<file path="config.mk">
export PLATFORM = sky130hd
export DESIGN_NAME = fp_issue_unit
export DESIGN_NICKNAME = d
export VERILOG_FILES = /design/src/rtl/fp_issue_pkg.sv /design/src/rtl/fp_issue_skid.sv /design/src/rtl/fp_issue_unit.sv
export SDC_FILE = /design/constraint.sdc
export NUM_CORES = 1
export LEC_CHECK = 0
export CAP_MARGIN = 0
export CORE_AREA = 2 2 222 224
export CTS_CLUSTER_DIAMETER = 40
export DETAILED_ROUTE_END_ITERATION = 10
export DIE_AREA = 0 0 224 226
export PLACE_DENSITY = 0.39
export SLEW_MARGIN = 20
export SYNTH_ARGS = -nofsm -noshare
export SYNTH_HDL_FRONTEND = slang
export SYNTH_SLANG_ARGS = --single-unit
</file>
<file path="constraint.sdc">
create_clock -name CLK -period 3.85 [get_ports CLK]
set_input_delay 0.77 -clock CLK [delete_from_list [all_inputs] [get_ports CLK]]
set_output_delay 0.77 -clock CLK [all_outputs]
set_load 0.01 [all_outputs]
</file>
<file path="src/rtl/fp_issue_pkg.sv">
// Shared types and constants for the FP issue/collect engine.
package fp_issue_pkg;

   typedef enum logic [1:0] {
      IDLE = 2'd0,
      SEND = 2'd1,
      WAIT = 2'd2,
      RESP = 2'd3
   } fp_state_e;

   localparam int CH_ADDSUB = 0;
   localparam int CH_MUL    = 1;
   localparam int CH_DIV    = 2;
   localparam int CH_COMP   = 3;

   localparam logic [7:0] OP_ADD = 8'h00;
   localparam logic [7:0] OP_SUB = 8'h01;
   localparam logic [7:0] OP_EQ  = 8'h14;
   localparam logic [7:0] OP_LT  = 8'h0C;
   localparam logic [7:0] OP_LE  = 8'h1C;

endpackage

</file>
<file path="src/rtl/fp_issue_skid.sv">
// Single-stream TVALID/TDATA holding register: loaded on issue, valid drops on its own TREADY.
module fp_issue_skid #(
   parameter int W = 32
) (
   input  logic         CLK,
   input  logic         RST,
   input  logic         load,
   input  logic         load_en,
   input  logic [W-1:0] load_data,
   input  logic         tready,
   output logic         tvalid,
   output logic [W-1:0] tdata
);

   always_ff @(posedge CLK) begin
      if (RST) begin
         tvalid <= 1'b0;
         tdata  <= '0;
      end else if (load) begin
         tvalid <= load_en;
         tdata  <= load_data;
      end else if (tvalid && tready) begin
         tvalid <= 1'b0;
      end
   end

endmodule

</file>
<file path="src/rtl/fp_issue_unit.sv">
// Single-issue engine: drives operand/opcode streams of the selected FP unit and returns its result.
// Build macro FP_ISSUE_TIMEOUT_EN adds a WAIT-state abort after TIMEOUT cycles.
//
// state | meaning
// IDLE  | ready for a request; drains any stale unit results
// SEND  | operand/opcode streams valid until each is accepted
// WAIT  | waiting for the selected unit's result
// RESP  | response held for the core until RESP_READY
module fp_issue_unit
   import fp_issue_pkg::*;
#(
   parameter int NCH = 4,
   parameter int DW  = 32,
   parameter int OPW = 8,
   parameter logic [NCH-1:0] OP_MASK = 4'b1001,
`ifdef FP_ISSUE_TIMEOUT_EN
   parameter int TIMEOUT = 255,
`endif
   localparam int CHW = (NCH > 1) ? $clog2(NCH) : 1
) (
   input  logic               CLK,
   input  logic               RST,
   input  logic               REQ_VALID,
   output logic               REQ_READY,
   input  logic [CHW-1:0]     REQ_CH,
   input  logic [DW-1:0]      REQ_A,
   input  logic [DW-1:0]      REQ_B,
   input  logic [OPW-1:0]     REQ_OP,
   output logic [NCH*DW-1:0]  A_TDATA,
   output logic [NCH-1:0]     A_TVALID,
   input  logic [NCH-1:0]     A_TREADY,
   output logic [NCH*DW-1:0]  B_TDATA,
   output logic [NCH-1:0]     B_TVALID,
   input  logic [NCH-1:0]     B_TREADY,
   output logic [NCH*OPW-1:0] OP_TDATA,
   output logic [NCH-1:0]     OP_TVALID,
   input  logic [NCH-1:0]     OP_TREADY,
   input  logic [NCH*DW-1:0]  R_TDATA,
   input  logic [NCH-1:0]     R_TVALID,
   output logic [NCH-1:0]     R_TREADY,
   output logic               RESP_VALID,
   input  logic               RESP_READY,
   output logic [DW-1:0]      RESP_DATA,
   output logic [CHW-1:0]     RESP_CH,
   output logic               RESP_ERR,
   output logic               BUSY
);

   fp_state_e      state_q, state_d;
   logic [CHW-1:0] ch_q;
   logic           req_ch_ok, req_op_en, load;
   logic           a_vld, b_vld, op_vld;
   logic           a_rdy, b_rdy, op_rdy, r_vld;
   logic [DW-1:0]  a_dat, b_dat, r_dat;
   logic [OPW-1:0] op_dat;
   logic           tmo_hit;

   assign REQ_READY = (state_q == IDLE);
   assign BUSY      = (state_q != IDLE);
   assign load      = REQ_VALID && (state_q == IDLE);

   always_comb begin
      req_ch_ok = 1'b0;
      req_op_en = 1'b0;
      for (int i = 0; i < NCH; i++) begin
         if (REQ_CH == CHW'(i)) begin
            req_ch_ok = 1'b1;
            req_op_en = OP_MASK[i];
         end
      end
   end

   fp_issue_skid #(.W(DW)) u_skid_a (
      .CLK(CLK), .RST(RST), .load(load), .load_en(req_ch_ok), .load_data(REQ_A),
      .tready(a_rdy), .tvalid(a_vld), .tdata(a_dat)
   );

   fp_issue_skid #(.W(DW)) u_skid_b (
      .CLK(CLK), .RST(RST), .load(load), .load_en(req_ch_ok), .load_data(REQ_B),
      .tready(b_rdy), .tvalid(b_vld), .tdata(b_dat)
   );

   fp_issue_skid #(.W(OPW)) u_skid_op (
      .CLK(CLK), .RST(RST), .load(load), .load_en(req_ch_ok && req_op_en), .load_data(REQ_OP),
      .tready(op_rdy), .tvalid(op_vld), .tdata(op_dat)
   );

   // A bad channel latched in ch_q matches no index, so nothing fans out.
   always_comb begin
      a_rdy     = 1'b0;
      b_rdy     = 1'b0;
      op_rdy    = 1'b0;
      r_vld     = 1'b0;
      r_dat     = '0;
      A_TVALID  = '0;
      B_TVALID  = '0;
      OP_TVALID = '0;
      A_TDATA   = '0;
      B_TDATA   = '0;
      OP_TDATA  = '0;
      R_TREADY  = '0;
      if (state_q == IDLE)
         R_TREADY = '1;
      for (int i = 0; i < NCH; i++) begin
         if (ch_q == CHW'(i)) begin
            a_rdy                  = A_TREADY[i];
            b_rdy                  = B_TREADY[i];
            op_rdy                 = OP_TREADY[i];
            r_vld                  = R_TVALID[i] && (state_q == WAIT);
            r_dat                  = R_TDATA[i*DW +: DW];
            A_TVALID[i]            = a_vld;
            B_TVALID[i]            = b_vld;
            A_TDATA[i*DW +: DW]    = a_dat;
            B_TDATA[i*DW +: DW]    = b_dat;
            if (OP_MASK[i]) begin
               OP_TVALID[i]           = op_vld;
               OP_TDATA[i*OPW +: OPW] = op_dat;
            end
            if (state_q == WAIT)
               R_TREADY[i] = 1'b1;
         end
      end
   end

`ifdef FP_ISSUE_TIMEOUT_EN
   localparam int TW = (TIMEOUT > 1) ? $clog2(TIMEOUT + 1) : 1;
   logic [TW-1:0] tmo_cnt_q;

   // Counter holds the number of WAIT cycles already completed; fires on the TIMEOUT-th.
   always_ff @(posedge CLK) begin
      if (RST || (state_q != WAIT))
         tmo_cnt_q <= '0;
      else
         tmo_cnt_q <= tmo_cnt_q + 1'b1;
   end

   assign tmo_hit = (state_q == WAIT) && (tmo_cnt_q == TW'(TIMEOUT - 1));
`else
   assign tmo_hit = 1'b0;
`endif

   always_comb begin
      state_d = state_q;
      case (state_q)
         IDLE:    if (REQ_VALID) state_d = req_ch_ok ? SEND : RESP;
         SEND:    if ((!a_vld || a_rdy) && (!b_vld || b_rdy) && (!op_vld || op_rdy))
                     state_d = WAIT;
         WAIT:    if (r_vld || tmo_hit) state_d = RESP;
         RESP:    if (RESP_READY) state_d = IDLE;
         default: state_d = IDLE;
      endcase
   end

   always_ff @(posedge CLK) begin
      if (RST) begin
         state_q    <= IDLE;
         ch_q       <= '0;
         RESP_VALID <= 1'b0;
         RESP_DATA  <= '0;
         RESP_ERR   <= 1'b0;
         RESP_CH    <= '0;
      end else begin
         state_q <= state_d;
         if (load) begin
            ch_q <= REQ_CH;
            if (!req_ch_ok) begin
               RESP_VALID <= 1'b1;
               RESP_DATA  <= '0;
               RESP_ERR   <= 1'b1;
               RESP_CH    <= REQ_CH;
            end
         end
         if (r_vld) begin
            RESP_VALID <= 1'b1;
            RESP_DATA  <= r_dat;
            RESP_ERR   <= 1'b0;
            RESP_CH    <= ch_q;
         end else if (tmo_hit) begin
            RESP_VALID <= 1'b1;
            RESP_DATA  <= '0;
            RESP_ERR   <= 1'b1;
            RESP_CH    <= ch_q;
         end
         if ((state_q == RESP) && RESP_READY)
            RESP_VALID <= 1'b0;
      end
   end

endmodule

</file>
==> results.txt, run 1 <==
* Length in cells of the worst reg-to-reg path: 6
- The share of the Yosys chip area taken by registers is 32.3%.
- Finished Cell Area: around 0.014 mm2
* Share of flip-flops with an asynchronous set or reset: 0%
- Endpoints failing setup: 0
- around 560 I/O pins were placed.
* Simple-Gate Fraction of Synth Area: 38.1%
* Worst hold path depth: 2
- Area share of the largest cell type after synthesis: 32.3%
- Measured against its own limit, the worst slew margin works out to 54.4%.
- Vertical die dimension: 226 um
- Multiplexer fraction of the synthesized cell area: between 10% and 20%
- In this run the power density over the cells is 399 mW/mm2.
* Cell accounting for the most synthesized area: dfxtp_1
- The number of setup buffers added after CTS is 0.
- Fraction of the mapped netlist area in adder cells: 1.05%
* Maximum fanout encountered on the critical timing path: 53
- Clock Pin Slew Worst Setup and Hold Paths: around 0.06 ns
- Clock Sinks: 115
- Internal portion of total power: approximately 3.5 mW
- Top flip-flop cell by instance count after synthesis: dfxtp_1
* Routed vias/inst: ~4.0
- Final cycle utilization of the critical path: 87.9%
- Hold_sp: RESP_DATA[23]
- For the pin with the worst max-slew slack, the measured transition is 0.683 ns.
* Port Buffer Count: 545
* Number of hold violations in the final report: 0
- The finished layout holds 2053 standard cells, fillers aside.
- The area growth from synthesis to layout is 92.5%.
- The total overflow left after global routing is 0.
- Wire length per cell: 19.7 um
* Worst clock skew: 0.00837 ns
- HPWL Detailed: 30000 um
- For the worst setup path, the data required time is 3.08 ns.
- After Yosys synthesis, XOR and XNOR cells account for 0% of the synthesized area.
* TritonCTS clock tree: built
- After synthesis the cells add up to 0.00713 mm2.
- In this run, the clock network consumes 30.8% of the power.
- After layout, the worst setup slack is 0.467 ns.
- Entering global routing, the biggest net connects 77 pins.
* FMAX: 296 MHz
- The first global-routing pass estimated 56500 um of wire.
- Element type at the critical path start: flop
- IR analysis of the VDD net gives a maximum drop of between 0.2 and 0.3 mV.
- The completed layout was analyzed and its total power is 5.48 mW.
* Capturing element type of the critical path: primary output
* Cells traversed along the worst timing path: buf_4 -> and3_1 -> clkdlybuf4s50_1
- For the final routed database, the setup TNS stands at 0 ns.
- Worst-skew pair later-pin latency: roughly 0.43 ns
* Initial core utilization: between 10% and 20%
- In this run the deepest clock path goes through 2 buffers.
* Count of hold buffers inserted by post-cts repair: 0
- Number of vias after detailed routing: 8179
- Shortest clock period the worst path allows after layout: between 3 and 4 ns
- Across all register-to-register paths, the minimum setup slack is approximately 1.2 ns.
- Tot GR Track Use: 15.2%
- The count of nets left with antenna violations once routing finished came out at 0.
- Number of cell rows: 81
* First DRT Iteration DRCs: 314
- Sequential cells burn around 30% of the power.
- The run finished with clean final reports.
- Path type of the worst min-delay path: flop to flop
- Sorting the synthesized cells by area gives the leading types as dfxtp_1, and2_1, nand2_1.
- Max-cap viol count: 0
* Net count, final: 1643
- Via count of the first global-routing pass: 8214
* Layout cell share with drive strength beyond 1: 6.58%
- Unique masters post-synth: 32
- The setup path with the least slack is of type flop to primary output.
- EDFF count, synth: 0
- In this run the power spent charging and discharging nets is 2.00 mW.
* Share of the synthesized area in compound gates (AO/OA/AOI/OAI): 9.15%
* Origin of the worst setup path: ch_q[1]
* Worst setup slack before clock tree synthesis: 0.890 ns
* Number of max-slew violations in the final report: 0
- For hold timing, the worst endpoint is RESP_DATA[23].
- Of the total power, combinational logic draws approximately 40%.
- The die covers 0.0506 mm2.
- In this run the critical register-to-register path is captured at RESP_DATA[19].
- Htree depth: 4
- Slowest library cell on the worst path: dfxtp_4
- Delay of the slowest cell on the worst path: 0.77 ns
* Leakage dissipation: just over 5 nW
- The number of antenna violations at the first check in global routing came to 2.
- Dominant combinational cell family by area after synthesis: simple AND/OR/NAND/NOR gates
- Clock tree synthesis selected as its root buffer the cell clkbuf_16.
- Measured along the x axis, the die boundary spans 224 um.
* Post-Syn Instances: 923
- In this run, post-CTS repair resized a total of 0 instances.
- Setup repair after global routing left no endpoint under its margin.
* Synthesis Warnings: 0
- Residual DRC count: 0
- CP top delay family: buffers and inverters
- Fill cells in the final layout number 5241.
- Final weighted congestion in routability-driven placement: 0.748
* Total Wirelength: slightly above 40000 um
- The critical path contains buffers and inverters numbering 2 combined.
* Switching share of total power: 36.4%
- Count of TritonRoute iterations in the first routing pass: 6
- Flop and latch count out of synthesis: 115
- Syn avg cell area: just under 8 um2
* Placement Cell Area: 0.0131 mm2
- Clock tree synthesis inserted a total of 17 buffers.
* CP arrival: 2.61 ns
- Counting tap cells, the placed design contains a total of 2018 instances.
- The core region is 0.0483 mm2.
- The startpoint identified for the worst register-to-register timing path is ch_q[1].
[worst register-to-register path: cells and delay by family, from the launching register on]
family	cells	cell delay, ns
compound gates	2	0.30
flops	1	0.77
mux	1	0.44
simple gates	1	0.12
buf+inv	2	0.98
[synth_stat cells, types with 2 or more instances]
cell type	instances
a211oi_1	2
a21oi_1	108
and2_1	208
and2b_1	2
and3_1	75
buf_1	7
buf_2	11
buf_4	25
clkbuf_1	61
dfxtp_1	115
ha_1	6
inv_1	5
mux2_2	5
mux2i_1	5
mux4_2	33
nand2_1	225
nand2b_1	5
nor2_1	8
o21ai_0	2
o22ai_1	3
[flip-flops by register name, summed over array words and instances (netlist names), 2 cells and up]
name,count
u_skid_b.tdata,32
state_q,2
ch_q,2
u_skid_a.tdata,32
RESP_DATA,32
RESP_CH,2
u_skid_op.tdata,8
[cell families after synthesis]
| logic type | count (synthesis) |
|---|---|
| and+or+nand+nor | 527 |
| buffers and inverters | 110 |
| adders and majority gates | 6 |
| other | 1 |
| muxes | 43 |
| AOI/OAI and AO/OA | 121 |
| DFF | 115 |
[cell usage in the layout, fill, tap and decap left out, types with 3 or more instances in the layout]
| master | count |
|---|---|
| inv_1 | 5 |
| mux2i_1 | 5 |
| bufinv_16 | 3 |
| mux4_2 | 33 |
| and2_1 | 207 |
| a21oi_1 | 108 |
| dfxtp_1 | 113 |
| mux2_2 | 5 |
| clkbuf_8 | 3 |
| o22ai_1 | 3 |
| clkbuf_16 | 17 |
| conb_1 | 18 |
| diode_2 | 3 |
| and3_1 | 75 |
| buf_12 | 3 |
| clkdlybuf4s50_1 | 544 |
| nand2b_1 | 5 |
| clkinv_2 | 5 |
| ha_1 | 6 |
| nand2_1 | 224 |
| nor2_1 | 7 |
| buf_4 | 14 |
[per-layer routing]
| layer | vias to the layer above | GRT usage [%] | routed length, um |
|---|---|---|---|
| li1 | 3969 | - | - |
| met1 | 3852 | 16.8 | 16100 |
| met2 | 325 | 27.5 | 20600 |
| met3 | 31 | 4.89 | 3170 |
| met4 | 2 | 4.56 | 590 |
| met5 | - | 0 | 13 |
[metrics by stage]
step	utilization [%]	hold WS, ns
floorplan	-	0.440
global placement	27.1	0.442
detailed placement	27.1	0.447
CTS	28.4	0.456
global route	28.4	0.475
finish	28.4	0.452
[power by group through the flow]
stage	clock network, mW	registers (mW)	logic [mW]
finish	1.68	1.63	2.16
global route	1.80	1.67	2.36
CTS	1.77	1.65	2.23
detailed placement	0	1.67	2.21
global placement	0	1.67	2.22
floorplan	0	1.51	1.11
[area by class of cell]
cell class | count | area, um2 | area share [%]
inverter | 5 | 18.8 | 0.137
antenna | 3 | 7.51 | 0.0547
clock inverter | 10 | 129 | 0.940
multi-input combinational | 715 | 4390 | 32.0
tap | 622 | 778 | 5.68
sequential | 115 | 2310 | 16.8
timing repair buffer | 561 | 5610 | 40.9
clock buffer | 22 | 474 | 3.46
[worst max-delay path by stage]
stage / slack [ns] / to / cells after the start
floorplan: 1.68 / A_TDATA[10] / 6
global placement: 0.89 / OP_TVALID[3] / 3
detailed placement: 0.89 / OP_TVALID[3] / 3
CTS: 0.40 / OP_TVALID[3] / 3
global route: 0.34 / B_TDATA[123] / 3
finish: 0.47 / B_TDATA[123] / 3
(Power assumes the default switching activity.)
==> inputs of run 2 (changes only) <==
--- a/config.mk
+++ b/config.mk
@@ -6,11 +6,11 @@
 export NUM_CORES = 1
 export LEC_CHECK = 0
 export CAP_MARGIN = 0
-export CORE_AREA = 2 2 222 224
+export CORE_AREA = 3 3 217 219
 export CTS_CLUSTER_DIAMETER = 40
 export DETAILED_ROUTE_END_ITERATION = 10
-export DIE_AREA = 0 0 224 226
-export PLACE_DENSITY = 0.39
+export DIE_AREA = 0 0 220 222
+export PLACE_DENSITY = 0.41
 export SLEW_MARGIN = 20
 export SYNTH_ARGS = -nofsm -noshare
 export SYNTH_HDL_FRONTEND = slang
==> results.txt, run 2 (synthesis results as in run 1) <==
- Dividing the final minimum period by the clock period gives about nine tenths.
- The number of global-route vias before repair was 8370.
- For the finished layout, the period the worst path requires is 3.39 ns.
- Antenna fix cells: 0
* Post-cts resize count: 0
- STA classifies the critical path endpoint as a primary output.
- Leakage dissipation: between 5 and 6 nW
- Post-detailed-route count of antenna-violating nets: 0
* Clk Tree Root Cell: clkbuf_16
- Initial core utilization: 15.7%
* Layout cell share with drive strength beyond 1: between 6 and 7%
- Pin count of the biggest net entering global routing: 75
- Post-Route Setup TNS: 0 ns
- Initial antenna violation count: 1
- First-pass GRT wire length: 56800 um
- The worst path meets setup with around 0.46 ns of slack.
- Leaving out fill and tap cells, the most frequent cell in the layout is clkdlybuf4s50_1.
* TritonCTS clock tree: built
- Wires add up to 39800 um.
- The count of final hold-check violations came to 0.
* Number of max-slew violations in the final report: 0
- Final weighted congestion in routability-driven placement: 0.773
- Vertical die dimension: 222 um
- In this run, post-CTS hold repair placed 0 buffers.
- Path type of the worst min-delay path: flop to flop
- Result of the run: completed
- CP arrival: 2.62 ns
* Element type at the critical path start: flop
- The initialized floorplan defines around 80 standard-cell rows.
* Tot GR Track Use: 15.6%
* Reg-to-reg startpoint: ch_q[0]
- Routed vias/inst: roughly 4
- Number of vias after detailed routing: between 8000 and 9000
- IR analysis of the VDD net gives a maximum drop of around 0.19 mV.
* Transition at the pin with the smallest max-transition slack: 0.984 ns
- Num CTS Buffers: 17
- Setup repair after global routing missed its margin: no
- Net count, final: about 1600
* Setup repair bufs after CTS: 0
* Clock Pin Slew Worst Setup and Hold Paths: roughly 0.060 ns
- 564 I/O pins were placed.
- From synthesis to final layout, the design area changed by 91.6%.
- Summing all flip-flop and latch instances after layout gives 0.00231 mm2.
- Of all nets on the critical path, the largest fanout is 38.
- Wire length per cell: 19.6 um
- The worst hold path begins at RESP_DATA[8].
- The core region is 0.0453 mm2.
* Critical Path RT: between 3 and 4 ns
- The H-tree generated during clock tree synthesis spans 4 levels.
- After legalization and detailed placement, the total HPWL measured between 20000 and 30000 um.
- Max-cap violations in this run came to 0.
- The first TritonRoute pass finished after 5 iterations.
- Tracing the worst setup path back leads to its startpoint at ch_q[0].
* Die Wd: 220 um
- In the final layout, the registers with the most flip-flops are RESP_DATA (32), u_skid_a.tdata (32), u_skid_b.tdata (32).
* Worst-case headroom to the max-slew limit: 34.4%
- Clock Sinks: 115
- The library cells used most frequently in the layout, excluding fill and tap cells, are clkdlybuf4s50_1, nand2_1, and2_1.
- The floorplan step defined a die boundary enclosing 0.0488 mm2.
- The worst setup path is of the flop to primary output kind.
- The layout has a little under 5000 filler cells.
* FMAX: 295 MHz
- Worst-skew pair later-pin latency: 0.43 ns
* Ratio of total power to cell area: 397 mW/mm2
* Worst clock skew: 0.0111 ns
* Clock Tree Buf Depth: 2
* Worst setup slack before clock tree synthesis: roughly 0.83 ns
* Port Buffer Count: between 500 and 600
- The design draws roughly 5.4 mW.
- The total overflow left after global routing is 0.
- First DRT Iteration DRCs: 321
- For this run, design rule violations remaining after detail routing come to 0.
- Area of combinational cells with multiple inputs: 0.00439 mm2
* Endpoints failing setup: 0
run 2: area by class of cell:
cell class / instances / share of cell area, %
tap: 600 / 5.50
timing repair buffer: 561 / 40.9
sequential: 115 / 16.9
multi-input combinational: 715 / 32.1
inverter: 5 / 0.137
clock buffer: 23 / 3.50
clock inverter: 9 / 0.935
run 2: through the flow:
step	util [%]	hold WS, ns	std cells	cell area [um2]
3_3_place_gp	28.8	0.442	1996	13100
6_report	30.2	0.453	2028	13700
3_5_place_dp	28.8	0.446	1996	13100
5_1_grt	30.2	0.467	2028	13700
4_1_cts	30.2	0.455	2028	13700
2_1_floorplan	-	0.440	940	7190
run 2: final timing paths:
kind / cells past startpoint / end / slack (ns)
min reg2reg: 2 / RESP_DATA[8] / 0.45
max reg2reg: 7 / state_q[1] / 1.13
min: 2 / RESP_DATA[8] / 0.45
max: 4 / B_TDATA[62] / 0.46
run 2: where the power goes:
group,internal (mW),total [mW],switching [mW]
Sequential,1.37,1.60,0.232
Combinational,1.03,2.15,1.12
Clock,1.07,1.67,0.607
run 2: layer usage:
layer	share of wire, %	GRT usage [%]	vias up
met1	39	17.5	3788
met5	0.033	0	-
met3	8.8	5.02	33
met2	50	28.1	345
li1	-	-	3973
met4	1.6	4.26	2
run 2: worst max-delay path, cell delays in order (launching register included):
cell and delay, ns:
dfxtp_4 0.57, and2b_2 0.61, buf_12 0.26, and2_1 0.16, clkdlybuf4s50_1 0.56
==> inputs of run 3 (changes only) <==
--- a/config.mk
+++ b/config.mk
@@ -10,6 +10,7 @@
 export CTS_CLUSTER_DIAMETER = 40
 export DETAILED_ROUTE_END_ITERATION = 10
 export DIE_AREA = 0 0 220 222
+export GPL_TIMING_DRIVEN = 0
 export PLACE_DENSITY = 0.41
 export SLEW_MARGIN = 20
 export SYNTH_ARGS = -nofsm -noshare
==> results.txt, run 3 (synthesis results as in run 1) <==
- Worst r2r dst: u_skid_b.tdata[7]
- Post-detailed-route count of antenna-violating nets: 0
- Relative contribution of combinational cells to total power: 44.2%
- The clock passes through at most 2 buffers.
* Area delta synth->final: 95.7%
- Pin count of the biggest net entering global routing: 17
- Switching share of total power: 39.9%
- Htree depth: 4
* Std-Cell Core Area: approximately 0.045 mm2
- The share of total power dissipated in the clock network is 27.2%.
- Setup crit end: A_TDATA[33]
- Element type at the critical path start: flop
* Worst Setup Slack, final: 0.201 ns
- Hold_sp: RESP_DATA[6]
- Transition at the pin with the smallest max-transition slack: 0.971 ns
* Final weighted congestion in routability-driven placement: slightly below 0.8
* Tot GR Track Use: a little under a fifth
* Most common cell after layout, fill and taps aside: clkdlybuf4s50_1
* Count of TritonRoute iterations in the first routing pass: 4
- Number of hold violations in the final report: 0
- Sequential share of power: 28.6%
- Worst-case headroom to the max-slew limit: 35.3%
- Net count, final: 1730
- Worst-skew pair later-pin latency: 0.44 ns
* Setup repair bufs after CTS: 0
- Clk Tree Root Cell: clkbuf_16
* Number of max-slew violations in the final report: 0
- Final cycle utilization of the critical path: 94.8%
- Origin of the worst setup path: ch_q[0]
- Area of combinational cells with multiple inputs: around 0.0044 mm2
- Measured along the y axis, the die boundary spans 222 um.
* Total Power: 5.44 mW
- The analysis attributes to net switching a power of between 2 and 2.5 mW.
* Via count of the first global-routing pass: ~9000
* HPWL Detailed: 37100 um
- For this block, the routed nets add up to between 40000 and 50000 um of wire.
* FF-to-FF setup slack: 1.45 ns
- Endpoints failing setup: 0
- The worst setup path is captured at a primary output.
* Length in cells of the worst reg-to-reg path: 8
- Across the VDD grid, the largest voltage drop is 0.207 mV.
* Initial antenna violation count: 2
- The largest registers in the layout are RESP_DATA (32), u_skid_a.tdata (32), u_skid_b.tdata (32).
- In this run, post-CTS repair resized a total of 12 instances.
- The run finished with clean final reports.
* Reg-to-reg startpoint: state_q[1]
- Critical Path RT: ~3.1 ns
* First-pass GRT wire length: between 60000 and 70000 um
* Worst setup slack before clock tree synthesis: 0.0504 ns
- Power spread over the standard cell area amounts to 390 mW/mm2.
* Routed vias/inst: 4.03
- Initial core utilization: 15.7%
- Detailed routing inserted a total of 8528 vias.
* Path type of the worst min-delay path: flop to flop
- Max-cap viol count: 0
- Wire length per cell: 21.7 um
- Measured along the x axis, the die boundary spans 220 um.
- FMAX: 274 MHz
- The die covers between 0.04 and 0.05 mm2.
- The library cells used most frequently in the layout, excluding fill and tap cells, are clkdlybuf4s50_1, nand2_1, and2_1.
- Setup repair after global routing left no endpoint under its margin.
* Clock Pin Slew Worst Setup and Hold Paths: 0.06 ns
- Clock tree synthesis found a total of 115 sinks.
- 564 I/O pins were placed.
- Final Core Density: 30.8%
* Residual DRC count: 0
- Count of hold buffers inserted by post-cts repair: 0
* Post-Route Setup TNS: 0 ns
- In this run the core area contains 78 standard-cell rows.
* Worst clock skew: 0.0109 ns
* Port Buffer Count: about 540
* Layout filler cell count: approximately 4900
* Residual overflow from global routing: 0
- The first routing iteration left 350 violations.
- The worst setup path is of the flop to primary output kind.
* Layout cell share with drive strength beyond 1: 8.32%
- Internal portion of total power: around 3.3 mW
- At the worst endpoint, the arrival time is 2.88 ns.
- TritonCTS built the clock tree.
* Register area: 0.00230 mm2
* Leakage dissipation: 5.30 nW
* Num CTS Buffers: 17
* Maximum fanout encountered on the critical timing path: 10
- The clock period could shrink to 3.65 ns.
run 3: cell types whose count changed in the layout (fill, tap and decap cells not counted), sizes merged:
cell,change
buf,+26
clkinvlp,+5
diode,+2
clkbuf,+55
clkinv,+1
inv,+3
bufinv,-3
run 3: cell type report:
type | count | area share, %
repair buffers | 544 | 39.0
multi-input cells | 715 | 31.3
flip-flops and latches | 115 | 16.5
well taps | 600 | 5.38
plain buffers | 104 | 3.80
clock buffers | 17 | 3.05
clock inverters | 15 | 0.790
inverters | 5 | 0.135
diodes | 2 | 0.0359
run 3: layer usage:
metal	routed length (um)	part of all wire, %	vias to the layer above	global-route usage (%)
li1	-	-	4155	-
met2	23000	50	342	32.4
met4	563	1.2	0	3.66
met5	0	0	-	0
met3	3760	8.2	25	5.65
met1	18700	41	4006	21.4
run 3: how the worst min path moves through the flow:
stage,end,slack (ns),depth (start not counted)
6_report,RESP_DATA[6],0.45,2
5_1_grt,RESP_DATA[31],0.47,2
4_1_cts,RESP_DATA[31],0.46,2
3_5_place_dp,RESP_DATA[31],0.45,2
3_3_place_gp,RESP_DATA[9],0.44,2
2_1_floorplan,u_skid_op.tdata[1],0.44,2
run 3: worst max-delay path: stages, from the launching register on:
cell and delay [ns]:
dfxtp_1 0.31, buf_4 0.21, buf_4 0.26, and2b_1 0.20, clkbuf_2 0.41, clkbuf_2 0.31
and2_1 0.17, clkdlybuf4s50_1 0.57
run 3: metrics by stage:
step           cell area [um2]  instances  hold slack [ns]
6_report                 13900       2117            0.452
5_1_grt                  13900       2115            0.473
4_1_cts                  13900       2116            0.457
3_5_place_dp             13400       2084            0.448
3_3_place_gp             13400       2084            0.441
2_1_floorplan             7190        940            0.440
run 3: power by group through the flow:
stage	Clock (mW)	Sequential, mW	Combinational (mW)
global placement	0	1.58	2.47
floorplan	0	1.51	1.11
CTS	1.55	1.56	2.48
detailed placement	0	1.59	2.47
finish	1.48	1.56	2.40
global route	1.59	1.59	2.63
